==> config.mk <==
export PLATFORM = sky130hd
export DESIGN_NAME = pipelined_addsub
export DESIGN_NICKNAME = d
export VERILOG_FILES = /design/src/rtl/alu_pkg.sv /design/src/rtl/addsub_slice.sv /design/src/rtl/pipelined_addsub.sv
export SDC_FILE = /design/constraint.sdc
export NUM_CORES = 1
export LEC_CHECK = 0
export BUFFER_PORTS_ARGS = -buffer_cell sky130_fd_sc_hd__buf_4
export CAP_MARGIN = 40
export CORE_UTILIZATION = 30
export DETAILED_ROUTE_END_ITERATION = 16
export PLACE_DENSITY_LB_ADDON = 0.15
export SLEW_MARGIN = 10
export SYNTH_ARGS = -nofsm -noshare
export SYNTH_HDL_FRONTEND = slang
export SYNTH_SLANG_ARGS = --single-unit
==> constraint.sdc <==
create_clock -name clk -period 5.8 [get_ports clk]
set_input_delay 0.87 -clock clk [delete_from_list [all_inputs] [get_ports clk]]
set_output_delay 0.87 -clock clk [all_outputs]
set_load 0.02 [all_outputs]
==> src/rtl/alu_pkg.sv <==
// Shared ALU definitions: add/subtract opcode encoding, status flag bit order and
// small helpers that decode an opcode into B inversion and stage-0 carry-in.
package alu_pkg;

    localparam logic [1:0] OP_ADD = 2'b00;  // a + b
    localparam logic [1:0] OP_SUB = 2'b01;  // a + ~b + 1
    localparam logic [1:0] OP_ADC = 2'b10;  // a + b + cin
    localparam logic [1:0] OP_SBC = 2'b11;  // a + ~b + cin

    // Bit positions inside a packed status-flag vector.
    localparam int unsigned FLAG_COUT = 0;
    localparam int unsigned FLAG_OVF  = 1;
    localparam int unsigned FLAG_ZERO = 2;
    localparam int unsigned FLAG_NEG  = 3;
    localparam int unsigned NUM_FLAGS = 4;

    // SUB and SBC both work on the one's complement of B.
    function automatic logic op_inverts_b(input logic [1:0] op);
        return (op == OP_SUB) || (op == OP_SBC);
    endfunction

    function automatic logic op_carry_in(input logic [1:0] op, input logic cin);
        logic c;
        case (op)
            OP_ADD:  c = 1'b0;
            OP_SUB:  c = 1'b1;
            default: c = cin;
        endcase
        return c;
    endfunction

endpackage

==> src/rtl/addsub_slice.sv <==
// One carry-chain slice of the pipelined adder.
// Ports:
//   a_i, b_i  SW-bit slice operands (b_i already inverted for subtract ops)
//   cin_i     carry into the slice
//   sum_o     SW-bit slice sum
//   cout_o    carry out of the slice MSB
//   cmsb_o    carry into the slice MSB (used for signed overflow in the top slice)
module addsub_slice #(
    parameter int unsigned SW = 8
) (
    input  logic [SW-1:0] a_i,
    input  logic [SW-1:0] b_i,
    input  logic          cin_i,
    output logic [SW-1:0] sum_o,
    output logic          cout_o,
    output logic          cmsb_o
);

    logic [SW:0] full;

    always_comb begin
        full   = {1'b0, a_i} + {1'b0, b_i} + {{SW{1'b0}}, cin_i};
        sum_o  = full[SW-1:0];
        cout_o = full[SW];
        // The sum bit is a ^ b ^ carry-in, so the carry into the MSB can be recovered from it.
        cmsb_o = a_i[SW-1] ^ b_i[SW-1] ^ full[SW-1];
    end

endmodule

==> src/rtl/pipelined_addsub.sv <==
// Pipelined two-operand add/subtract unit with valid/ready handshake.
// The WIDTH-bit carry chain is split into STAGES registered slices of SW = WIDTH/STAGES bits.
// Each beat carries its not-yet-added upper operand slices forward and its finished lower
// result slices along with it, so the full result leaves the last stage aligned.
// Optional build macro ADDSUB_SAT_EN: signed saturation of the result on overflow.
// Ports:
//   clk, rst                 clock, synchronous active-high reset
//   in_valid/in_ready        input handshake; in_ready = !out_valid | out_ready
//   in_op, in_a, in_b, in_cin  opcode (ADD/SUB/ADC/SBC), operands, carry-in
//   out_valid/out_ready      output handshake
//   out_result               WIDTH-bit sum/difference (modulo 2^WIDTH)
//   out_cout, out_ovf        carry out of MSB (1 = no borrow on subtract), signed overflow
//   out_zero, out_neg        result is zero, result MSB
module pipelined_addsub
    import alu_pkg::*;
#(
    parameter int unsigned WIDTH  = 32,
    parameter int unsigned STAGES = 4
) (
    input  logic             clk,
    input  logic             rst,
    input  logic             in_valid,
    output logic             in_ready,
    input  logic [1:0]       in_op,
    input  logic [WIDTH-1:0] in_a,
    input  logic [WIDTH-1:0] in_b,
    input  logic             in_cin,
    output logic             out_valid,
    input  logic             out_ready,
    output logic [WIDTH-1:0] out_result,
    output logic             out_cout,
    output logic             out_ovf,
    output logic             out_zero,
    output logic             out_neg
);

    localparam int unsigned SW   = WIDTH / STAGES;
    localparam int unsigned LAST = STAGES - 1;
    // Intermediate stage registers; the last stage is the output register itself.
    localparam int unsigned NMID = (STAGES > 1) ? STAGES - 1 : 1;

    if (STAGES < 1 || (WIDTH % STAGES) != 0) begin : g_param_check
        $error("pipelined_addsub: WIDTH must be a non-zero multiple of STAGES");
    end

    logic             advance;
    logic             accept;
    logic [WIDTH-1:0] b_in;
    logic             cin0;

    // Intermediate stage state.
    logic [NMID-1:0]  valid_d, valid_q;
    logic [NMID-1:0]  carry_d, carry_q;
    logic [WIDTH-1:0] res_d [NMID];
    logic [WIDTH-1:0] res_q [NMID];
    logic [WIDTH-1:0] b_d   [NMID];
    logic [WIDTH-1:0] b_q   [NMID];

    // Output stage state.
    logic                 out_valid_d, out_valid_q;
    logic [WIDTH-1:0]     out_result_d, out_result_q;
    logic [NUM_FLAGS-1:0] flags_d, flags_q;

    // What each stage sees as its input beat.
    logic [STAGES-1:0] src_v;
    logic [STAGES-1:0] src_c;
    logic [WIDTH-1:0]  src_res [STAGES];
    logic [WIDTH-1:0]  src_b   [STAGES];

    logic [SW-1:0]     slice_sum [STAGES];
    logic [STAGES-1:0] slice_cout;
    logic [STAGES-1:0] slice_cmsb;

    logic [WIDTH-1:0] raw_res;
    logic [WIDTH-1:0] final_res;
    logic             raw_cout;
    logic             raw_ovf;

    assign advance = !out_valid_q || out_ready;
    assign accept  = in_valid && advance;
    assign in_ready = advance;

    assign b_in = op_inverts_b(in_op) ? ~in_b : in_b;
    assign cin0 = op_carry_in(in_op, in_cin);

    // res vectors hold A in not-yet-added slices and the sum in completed slices.
    always_comb begin
        src_v[0]   = accept;
        src_c[0]   = cin0;
        src_res[0] = in_a;
        src_b[0]   = b_in;
        for (int k = 1; k < int'(STAGES); k++) begin
            src_v[k]   = valid_q[k-1];
            src_c[k]   = carry_q[k-1];
            src_res[k] = res_q[k-1];
            src_b[k]   = b_q[k-1];
        end
    end

    for (genvar k = 0; k < STAGES; k++) begin : g_slice
        addsub_slice #(
            .SW(SW)
        ) u_slice (
            .a_i   (src_res[k][k*SW +: SW]),
            .b_i   (src_b[k][k*SW +: SW]),
            .cin_i (src_c[k]),
            .sum_o (slice_sum[k]),
            .cout_o(slice_cout[k]),
            .cmsb_o(slice_cmsb[k])
        );
    end

    always_comb begin
        raw_res                  = src_res[LAST];
        raw_res[LAST*SW +: SW]   = slice_sum[LAST];
        raw_cout                 = slice_cout[LAST];
        raw_ovf                  = slice_cmsb[LAST] ^ slice_cout[LAST];
`ifdef ADDSUB_SAT_EN
        // Raw MSB set on overflow means positive overflow, so clamp to max; else clamp to min.
        final_res = raw_ovf ? {~raw_res[WIDTH-1], {(WIDTH-1){raw_res[WIDTH-1]}}} : raw_res;
`else
        final_res = raw_res;
`endif
    end

    always_comb begin
        valid_d      = valid_q;
        carry_d      = carry_q;
        res_d        = res_q;
        b_d          = b_q;
        out_valid_d  = out_valid_q;
        out_result_d = out_result_q;
        flags_d      = flags_q;
        if (advance) begin
            for (int k = 0; k < int'(STAGES) - 1; k++) begin
                valid_d[k]             = src_v[k];
                carry_d[k]             = slice_cout[k];
                res_d[k]               = src_res[k];
                res_d[k][k*SW +: SW]   = slice_sum[k];
                b_d[k]                 = src_b[k];
            end
            out_valid_d = src_v[LAST];
            // Output data only changes with a real beat, so it stays put across bubbles.
            if (src_v[LAST]) begin
                out_result_d       = final_res;
                flags_d[FLAG_COUT] = raw_cout;
                flags_d[FLAG_OVF]  = raw_ovf;
                flags_d[FLAG_ZERO] = (final_res == '0);
                flags_d[FLAG_NEG]  = final_res[WIDTH-1];
            end
        end
    end

    always_ff @(posedge clk) begin
        if (rst) begin
            valid_q      <= '0;
            carry_q      <= '0;
            res_q        <= '{default: '0};
            b_q          <= '{default: '0};
            out_valid_q  <= 1'b0;
            out_result_q <= '0;
            flags_q      <= '0;
        end else begin
            valid_q      <= valid_d;
            carry_q      <= carry_d;
            res_q        <= res_d;
            b_q          <= b_d;
            out_valid_q  <= out_valid_d;
            out_result_q <= out_result_d;
            flags_q      <= flags_d;
        end
    end

    assign out_valid  = out_valid_q;
    assign out_result = out_result_q;
    assign out_cout   = flags_q[FLAG_COUT];
    assign out_ovf    = flags_q[FLAG_OVF];
    assign out_zero   = flags_q[FLAG_ZERO];
    assign out_neg    = flags_q[FLAG_NEG];

endmodule
## After elaboration in Yosys (flattened, before gate mapping)

Cells that the tools add are included.

- Flip-flop bits (word level): 235
- Output and inout bits: 38

- Mux-type cells: 2
- Eq/ne operators: 2
- Reductions and logical operators: 7
- Add/subtract/negate cells: 8
- Bitwise logic cells: 4

Operators with widths:

| operator | count |
|---|---|
| $add A8 B8 Y9 | 4 |
| $add A9 B1 Y9 | 4 |
| $logic_not A32 Y1 | 1 |
| $mux W32 | 1 |
| $not A32 Y32 | 1 |
| $xor A1 B1 Y1 | 3 |
| $eq A2 B1 Y1 const B | 1 |
| $eq A2 B2 Y1 const B | 1 |
| $logic_not A2 Y1 | 1 |
| $logic_or A1 B1 Y1 | 2 |
| $pmux W1 S2 | 1 |
| $reduce_and A2 Y1 | 1 |
| $logic_and A1 B1 Y1 | 1 |
| $logic_not A1 Y1 | 1 |

## Longest topological paths before layout

- Word-level depth: 5
- Depth in mapped cells: 12

## Hierarchy

From an unflattened synthesis, not the netlist that was laid out.

- Cell total of the unflattened synthesis: 1004
- Area, all modules: 8094.0 um^2

Modules (own cells, without submodules):

| module | cells an instance | area each (um^2) | times used |
|---|---|---|---|
| pipelined_addsub | 832 | 6675.2 | 1 |
| addsub_slice at g_slice[2].u_slice ... | 43 | 364.1 | 2 |
| addsub_slice at g_slice[0].u_slice ... | 43 | 345.3 | 2 |

## Worst setup path after synthesis

OpenSTA, ideal clock, no wires.

- Kind: input -> register
- Start point: input port in_op[0]
- End point: register res_q[70] in the netlist's numbering
- Slack: 2555 ps
- Setup time: 62 ps
- Cell stages on the path: 12
- Buffers on the path: 2
- Data required time: 5738 ps
- Data arrival time: 3183 ps
- Cell sequence: clkbuf_1 > buf_2 > xor2_1 > fa_1 > inv_1 > fa_1 > nor2b_1 > o21ai_0 > a21boi_0 > o21ai_1 > a2111o_1 > nand3_1

- Word-level cells in the longest chain between the ends: 5

Ends and longest elaborated chain:

| item | line | text |
|---|---|---|
| from (decl) | pipelined_addsub.sv:24 | `input logic [1:0] in_op,` |
| $eq A2 B1 Y1 or $eq A2 B2 Y1 (tied branches) | alu_pkg.sv:19, alu_pkg.sv:24 |  |
| $logic_or A1 B1 Y1 | alu_pkg.sv:19 | `return (op == OP_SUB) \|\| (op == OP_SBC);` |
| $mux W32 | pipelined_addsub.sv:83 | `assign b_in = op_inverts_b(in_op) ? ~in_b : in_b;` |
| $add A8 B8 Y9 | addsub_slice.sv:22 | `full = {1'b0, a_i} + {1'b0, b_i} + {{SW{1'b0}}, cin_i};` |
| $add A9 B1 Y9 (*) | addsub_slice.sv:22 |  |
| to (signal assigned) | pipelined_addsub.sv:166 | `res_q <= res_d;` |
| to (decl) | pipelined_addsub.sv:55 | `logic [WIDTH-1:0] res_q [NMID];` |

Mark *: on every way between the ends. The rest lies on a longest branch, timed or not.
A chain may end at the register's enable or synchronous reset.

## Final worst setup path

Same ends and word-level chain as after synthesis.

==> reports/qor.yml <==
status:
  status: "finished clean"
drt:
  viasPerCell: 4.55
  firstDrtPassIters: 4
  routedWlPerCell_um: 13.5
  drtIter0Drc: 470
  drt-total-wl_mm: 18.9
  drc: 0
  ant_nets: 0
  vias: 6361
cells_and_area:
  drive_above_1_share: 0.143
  fill_cells: 2775
  final_core_util: 0.370
  num_antenna_cells: 0
  fin_cells: 1399
  final_cell_mix: "nand2_1, dfxtp_1, a21oi_1, buf_4, nor2_1"
  final_common_cell: "nand2_1"
  nets: 1158
  finish.instance_area_sq_mm: 0.00963
  syn_to_final_growth_pct: 20.5
critical_path:
  worstReg2RegStart: "carry_q[2]"
  timing.rr.end: "flags_q[2]"
  cp.arrival_ns: 3.32
  path_class: "primary input to flip-flop"
  path_max_fanout: 33
  critPathRequiredTime_ns: 6.16
  cp-start-kind: "primary input"
  reg2reg_depth: 9
  r2r_slack_ns: 3.19
  end_kind: "flip-flop"
yosys:
  ys_seq_area_frac: 0.466
  synth_mux_area_frac: 0.00517
  synth_nets: 1089
  synth_edf_count: 0
  synth_compound_area_frac: 0.163
  async_reset_ff_frac: 0
  syn_area_sq_mm: 0.00799
  synth_fa_ha_area_frac: 0.0639
  syn_inst: 982
  syn_avg_cell_area_sq_um: 8.14
  synth_simple_gate_area_share: 0.203
  synth_top_family_by_area: "simple AND/OR/NAND/NOR gates"
  synth_cell_type_count: 47
  yosysWarnings: 0
  synth_xor_area_frac: 0.0504
  synth_top_flop_cell: "dfxtp_1"
  ys_ff_latch: 186
global_route:
  grt_usage: 0.140
  grt_first_pass_wirelength_mm: 30.1
  top_usage_layer: "met1"
  antenna_found_initial: 0
  use_met3: 0.0277
  met2_usage: 0.192
  globalRouteMet1Util: 0.218
  grt_pass1_vias: 5736
  grt_max_degree: 89
  overflow: 0
hold_path:
  min_from: "b_q[60]"
  hold_end: "b_q[60]"
  hp-class: "flip-flop to flip-flop"
  hold_path_depth: 2
timing:
  rsz0062_at_grt: "no"
  final.setup.tns_ns: 0
  slew_violations: 0
  finalCritPeriodShare: 0.510
  finalHoldViolCount: 0
  setup_violations: 0
  timing.hold.ws_ns: 0.451
  finalCriticalPeriod_ns: 2.96
  finalClockSkew_ns: 0.0102
  fin_ws_ns: 2.84
  fmax_mhz: 338
  slew_headroom: 0.418
  tightestPinTransition_ns: 0.872
floorplanning:
  die_y_um: 165
  die_w_um: 165
  boundaryPins: 109
  fp-row-count: 59
  start_util: 0.307
  die_area_sq_mm: 0.0273
  core_sq_mm: 0.0261
power:
  ir_drop_mv: 0.177
  power_mw: 2.93
  power-per-cell-area_mw_per_mm2: 304
  power_leakage_nw: 3.92
cts:
  htree_levels: 4
  postCtsSetupBuffers: 0
  cts_resized: 0
  clock-sinks: 186
  cts_tree: "done"
  cts_hold_repair.buffers: 0
  path_clk_slew_ns: 0.07
  cts_buffer_depth: 2
  clkLatencyLatePin_ns: 0.43
  cts_root_buffer: "clkbuf_16"
  cts_buffers: 17
flow_run:
  max_cap_violations: 0
placement:
  gp_congestion: 0.736
  postPlaceCellArea_sq_mm: 0.00902
  dp.final_hpwl_mm: 13.1
  portBuffers: 108
  placed_cells: 1367
  post-place-ws_ns: 2.39
## kinds of logic (layout without fill, tap and decap cells)
logic type | count (synthesis) | after routing
buffers and inverters | 91 | 173
adder cells (fa/ha/maj) | 36 | 36
multiplexers | 4 | 4
XOR/XNOR | 46 | 46
flip-flops | 186 | 186
AO/OA/AOI/OAI | 226 | 226
AND/OR/NAND/NOR | 393 | 393
## synth_stat cells, types with 5 or more instances
cell type	instances	area, sq um
a211oi_1	36	270
clkbuf_1	54	203
nor3_1	7	35.0
nor4_1	5	31.3
nand3_1	6	30.0
nor2b_1	6	37.5
o21bai_1	6	45.0
fa_1	8	160
nor2_1	48	180
ha_1	28	350
nor3b_1	5	37.5
xnor2_1	30	263
dfxtp_1	186	3720
o21ai_0	7	35.0
nand2_1	291	1090
nand3b_1	9	67.6
xor2_1	16	140
inv_1	23	86.3
or3_1	7	43.8
a21o_1	7	52.6
a21oi_1	150	751
## how the worst max path moves through the flow
stage                  start         to  slack [ns]  cells after the start
floorplan           in_op[0]  res_q[70]        2.56                     12
global placement    in_op[0]  res_q[70]        2.45                     11
detailed placement  in_op[0]  res_q[70]        2.39                     11
CTS                 in_op[0]  res_q[70]        2.83                     11
global route        in_op[0]  res_q[70]        2.59                     11
finish              in_op[0]  res_q[70]        2.84                     11
## where the power goes
part / internal (mW) / switching [mW] / total, mW
registers: 1.36 / 0.0494 / 1.40
clock network: 0.690 / 0.521 / 1.21
logic: 0.144 / 0.164 / 0.309
## critical path, cell delays in order
cell and delay, ns:
buf_4 0.42, xor2_1 0.23, fa_1 0.22, inv_1 0.05, fa_1 0.38, nor2b_1 0.15, o21ai_0 0.12, a21boi_0 0.25
o21ai_1 0.14, a2111o_1 0.42, nand3_1 0.06
## area by class of cell
| type | count | area [sq um] | share of cell area |
|---|---|---|---|
| Multi-Input combinational cell | 705 | 3890 | 0.404 |
| Sequential cell | 186 | 3720 | 0.387 |
| Timing Repair Buffer | 117 | 895 | 0.0929 |
| Clock buffer | 18 | 429 | 0.0446 |
| Tap cell | 335 | 419 | 0.0435 |
| Clock inverter | 14 | 183 | 0.0190 |
| Inverter | 24 | 92.6 | 0.00962 |
## state kept, by name, indices dropped and copies added (netlist names)
| register | cells |
|---|---|
| out_valid | 1 |
| carry_q | 3 |
| flags_q | 3 |
| final_res | 24 |
| valid_q | 3 |
| res_q | 72 |
| b_q | 48 |
| out_result | 32 |
## layer usage
metal / part of all wire / vias to the layer above
met2: 0.40 / 96
met5: 0 / -
met3: 0.036 / 6
li1: - / 3416
met1: 0.56 / 2843
met4: 0.0069 / 0
(Power assumes the default switching activity.)
